`config.mk`:
```
export PLATFORM = sky130hd
export DESIGN_NAME = imm_extend_pipe
export DESIGN_NICKNAME = d
export VERILOG_FILES = /design/src/rtl/imm_extend_pipe.sv
export SDC_FILE = /design/constraint.sdc
export NUM_CORES = 1
export LEC_CHECK = 0
export BUFFER_PORTS_ARGS = -buffer_cell sky130_fd_sc_hd__buf_2
export CAP_MARGIN = 30
export CORE_UTILIZATION = 55
export CTS_BUF_LIST = sky130_fd_sc_hd__clkbuf_4 sky130_fd_sc_hd__clkbuf_8 sky130_fd_sc_hd__clkbuf_16
export DETAILED_ROUTE_END_ITERATION = 16
export PLACE_DENSITY_LB_ADDON = 0.1
export SYNTH_ARGS = -nofsm -noshare
export SYNTH_HDL_FRONTEND = slang
export SYNTH_SLANG_ARGS = --single-unit
```
`constraint.sdc`:
```
create_clock -name clk -period 4.65 [get_ports clk]
set_clock_uncertainty 0.2 [all_clocks]
set_input_delay 0.2325 -clock clk [delete_from_list [all_inputs] [get_ports clk]]
set_output_delay 0.2325 -clock clk [all_outputs]
set_load 0.01 [all_outputs]
```
`src/rtl/imm_extend_pipe.sv`:
```
// imm_extend_pipe: immediate-extension stage with a two-entry output buffer.
// Each accepted request is extended combinationally, then held in an output
// register (OUT) with a skid register (SKID) behind it. The skid register lets
// in_ready come straight from a flop, so out_ready never feeds in_ready
// combinationally.
module imm_extend_pipe #(
  parameter int DATA_W = 16,
  parameter int IN_W   = 11
) (
  input  logic              clk,
  input  logic              rst_n,
  input  logic              in_valid,
  output logic              in_ready,
  input  logic [IN_W-1:0]   in_imm,
  input  logic [2:0]        in_mode,
  input  logic [DATA_W-1:0] in_rs,
  input  logic              flush,
  output logic              out_valid,
  input  logic              out_ready,
  output logic [DATA_W-1:0] out_data,
  output logic              out_err
);

  typedef enum logic [2:0] {
    MODE_ZEXT5 = 3'd0,
    MODE_SEXT5 = 3'd1,
    MODE_SEXT8 = 3'd2,
    MODE_ZEXT8 = 3'd3,
    MODE_SEXTF = 3'd4,
    MODE_MERGE = 3'd5
  } mode_e;

  typedef struct packed {
    logic [DATA_W-1:0] data;
    logic              err;
  } entry_t;

  entry_t ext;
  entry_t out_q, out_d;
  entry_t skid_q, skid_d;
  logic   out_valid_q, out_valid_d;
  logic   skid_valid_q, skid_valid_d;
  logic   in_ready_q;
  logic   accept;

  // Extension of the incoming request; modes 6 and 7 yield zero with err set.
  always_comb begin
    // NOTE: every output of a combinational block gets a default first, so no
    // path through the case leaves it unassigned and infers a latch.
    ext.data = '0;
    ext.err  = 1'b0;
    case (mode_e'(in_mode))
      MODE_ZEXT5: ext.data = {{(DATA_W-5){1'b0}}, in_imm[4:0]};
      MODE_SEXT5: ext.data = {{(DATA_W-5){in_imm[4]}}, in_imm[4:0]};
      MODE_SEXT8: ext.data = {{(DATA_W-8){in_imm[7]}}, in_imm[7:0]};
      MODE_ZEXT8: ext.data = {{(DATA_W-8){1'b0}}, in_imm[7:0]};
      MODE_SEXTF: ext.data = {{(DATA_W-IN_W){in_imm[IN_W-1]}}, in_imm};
      MODE_MERGE: ext.data = {in_rs[DATA_W-9:0], in_imm[7:0]};
      default:    ext.err  = 1'b1;
    endcase
  end

  // in_ready is a flop and is low whenever SKID is full, so TWO never accepts.
  assign accept = in_valid && in_ready_q;

  // Next-state for the OUT/SKID pair; flush overrides accept and out_ready.
  always_comb begin
    out_d        = out_q;
    skid_d       = skid_q;
    out_valid_d  = out_valid_q;
    skid_valid_d = skid_valid_q;
    if (flush) begin
      out_valid_d  = 1'b0;
      skid_valid_d = 1'b0;
    end else if (skid_valid_q) begin
      // TWO: drain SKID into OUT when downstream takes OUT, else hold.
      if (out_ready) begin
        out_d        = skid_q;
        skid_valid_d = 1'b0;
      end
    end else if (out_valid_q) begin
      // ONE: replace OUT, spill into SKID, or empty out.
      if (accept && out_ready) begin
        out_d = ext;
      end else if (accept) begin
        skid_d       = ext;
        skid_valid_d = 1'b1;
      end else if (out_ready) begin
        out_valid_d = 1'b0;
      end
    end else if (accept) begin
      // EMPTY: new result goes straight to OUT for one-cycle latency.
      out_d       = ext;
      out_valid_d = 1'b1;
    end
  end

  // State registers; in_ready stays low through reset and rises on the first edge.
  always_ff @(posedge clk or negedge rst_n) begin
    // NOTE: the data registers are reset too, because out_data must read zero
    // and SKID must be cleared while reset is held, not just marked invalid.
    if (!rst_n) begin
      out_q        <= '0;
      skid_q       <= '0;
      out_valid_q  <= 1'b0;
      skid_valid_q <= 1'b0;
      in_ready_q   <= 1'b0;
    end else begin
      // NOTE: non-blocking assignments here, so every flop samples the values
      // computed from the pre-edge state regardless of statement order.
      out_q        <= out_d;
      skid_q       <= skid_d;
      out_valid_q  <= out_valid_d;
      skid_valid_q <= skid_valid_d;
      in_ready_q   <= !skid_valid_d;
    end
  end

  assign in_ready  = in_ready_q;
  assign out_valid = out_valid_q;
  assign out_data  = out_q.data;
  assign out_err   = out_q.err;

endmodule

```
==> impl_metrics.toml <==
[status]
status = "finished clean"

[critical_path]
required_ps = 4730
critical_path_arrival_ps = 2750
worstSetupEndpointType = "flip-flop"
critPathLaunchType = "flip-flop"
cp_max_fo = 34
criticalPathCategory = "reg2reg"

[cts]
cts.sink_count = 37
cts_buffers = 5
root_buffer = "clkbuf_4"
clkLatencyLatePin_ps = 340
htree_levels = 2
cts_setup_buffers = 0
clkTransAtPathRegs_ps = 110
cts_tree = "yes"
clockBufferDepth = 2

[job]
maxCapViolations = 0

[timing]
tightest_slew_ps = 961
max_slew_margin_pct = 35.9
setup_viol = 0
fin_crit_ps = 2670
hold_violations = 0
period_share_pct = 57.3
finalSetupTns_ps = 0
drv_slew = 0
grt_setup_unrepaired = "no"
max_freq_ghz = 0.375

[synth]
synth_top_flop_cell = "dfrtp_1"
syn_nets = 233
synth_commonest_cells = "dfrtp_1 (37), nand2_1 (35), a21oi_1 (15)"
ys_ff_latch = 37
yosysTopAreaCell = "dfrtp_1"
synth_edf_count = 0
ys_seq_area_share_pct = 47.3
yosys_warnings = 0
netlist_top_cells_area = "dfrtp_1 (47%), nand2_1 (6.7%), nand2b_1 (4.2%), a221o_1 (4.1%), a21oi_1 (3.8%)"
syn_area_per_cell_sq_um = 9.88
synth_cell_types = 30
syn_area_sq_um = 1960
async_flop_share_pct = 100
synth_cells = 198
synth_largest_type_area_fraction_pct = 47.3
yosysMostFrequentCell = "dfrtp_1"

[route]
post-route-drc-count = 0
routed.top_layer = "met4"
wirelength_microns = 4250
wl_per_cell_microns = 14.8
ant_nets = 0
wl_met2_microns = 2210
drt-pass1-iter-count = 4
viasPerCell = 5.81
routed-via-count = 1673
m1WireLength_microns = 1800
first_iter_violations = 70
route.met3.wl_microns = 218

[die]
die_h_microns = 61.6
start_util_pct = 58.1
die-area_sq_um = 3800
core_area_sq_um = 3360
die_w_microns = 61.6
top_level_ports = 54
core.rowCount = 21

[power_and_ir_drop]
p_per_area_nw_per_um2 = 337
p_leak_nw = 1.09
internal-power_mw = 0.544
power.share.switching_pct = 29.4
ir_drop_mv = 0.229
combPwrFrac_pct = 22.3
power_frac_seq_pct = 54.3
power.switching_mw = 0.226
power_frac_clock_pct = 23.4

[placed_design]
dpl_cell_area_sq_um = 2170
place_hpwl_microns = 2910
io_buffers = 45
gp_congestion = 0.733

[global_routing]
grt-ovfl-total = 0
grt_max_degree = 38
grt_pass1_vias = 1568
antenna_found_initial = 0
grt_pass1_wl_microns = 6890
track_usage_pct = 24.9

[final_layout]
fillCellCount = 300
syn2layout_area_growth_pct = 16.9
finalInstanceArea_sq_um = 2290
drive_gt1_share_pct = 26.9
n_antenna_cell = 0
nets = 277

[worst_hold_path]
hold_path.class = "in2reg"
==> state kept, by name (all words and copies together) (netlist names) <==
signal        cells
in_ready          1
out_valid         1
skid_q           17
skid_valid_q      1
out_data         16
out_err           1
==> path summary, 6_finish.rpt <==
path | startpoint | endpoint | slack, ps | cells after the start
setup / recovery | skid_valid_q | skid_q[8] | 1980 | 3
max in group asynchronous | rst_n | skid_q[7] | 3430 | 2
hold reg to reg | out_err | out_err | 290 | 2
hold / removal | flush | out_valid | 20 | 2
min in group asynchronous | rst_n | out_data[12] | 310 | 2
setup reg to reg | skid_valid_q | skid_q[8] | 1980 | 3
==> metrics by stage <==
stage	std cells	setup slack, ps	total power [mW]	utilization (%)	hold WS (ps)
finish	288	1980	0.771	68.0	23.9
global route	288	1850	0.821	68.0	17.3
CTS	288	2010	0.776	68.0	19.7
detailed placement	275	2020	0.594	64.4	177
global placement	275	2080	0.582	64.4	153
floorplan	198	2730	0.524	-	-263
==> power by group through the flow <==
stage                     clock (mW)  combinational, mW  sequential (mW)
after floorplan                    0             0.0950            0.429
after global placement             0              0.162            0.419
after detailed placement           0              0.170            0.424
after CTS                      0.184              0.174            0.418
after global routing           0.201              0.194            0.426
final                          0.181              0.172            0.418
==> area by class of cell <==
cell class	instances	area [sq um]	share of cell area, %
clock buffers	7	58.8	2.57
multi-input cells	145	947	41.4
flip-flops and latches	37	926	40.5
repair buffers	52	293	12.8
well taps	46	57.6	2.52
inverters	1	3.75	0.164
==> worst max-delay path, stage by stage (launching register included) <==
cell and delay (ps):
dfrtp_1 750, or4b_1 1100, a221oi_1 420, a21o_1 120
==> layout by cell type (no fill, tap or decap), types with 2 or more instances in the layout <==
master         count
dlygate4sd3_1      6
nand2b_1          13
or3_1              3
nor2_1             5
nand3b_1           9
mux2_4             2
a21o_1             3
o31ai_1            3
dfrtp_1           37
o211ai_1           5
clkbuf_4           6
a221oi_1           3
nor4bb_1           3
buf_2             45
a21oi_1           15
mux2_2             6
o21a_1             5
mux2i_1            2
a221o_1            8
o21ai_0            9
a21boi_0           8
nor3_2             2
nand2_1           35
==> cell families after synthesis <==
family	share of synthesized area, %
flip-flops	47.3
AND/OR/NAND/NOR	20.8
multiplexers	6.01
buffers and inverters	4.22
AO/OA/AOI/OAI	21.6
==> routing by layer <==
metal	track usage, %	up-vias
met5	0	-
met4	7.30	0
met3	6.72	2
met2	41.9	48
met1	31.5	823
li1	-	800
==> timing repair <==
item                                   4_1_cts  5_1_grt
gates resized for setup                      0        0
endpoints found under the hold margin       42        0
hold buffers                                 6        0
(Power assumes the default switching activity.)
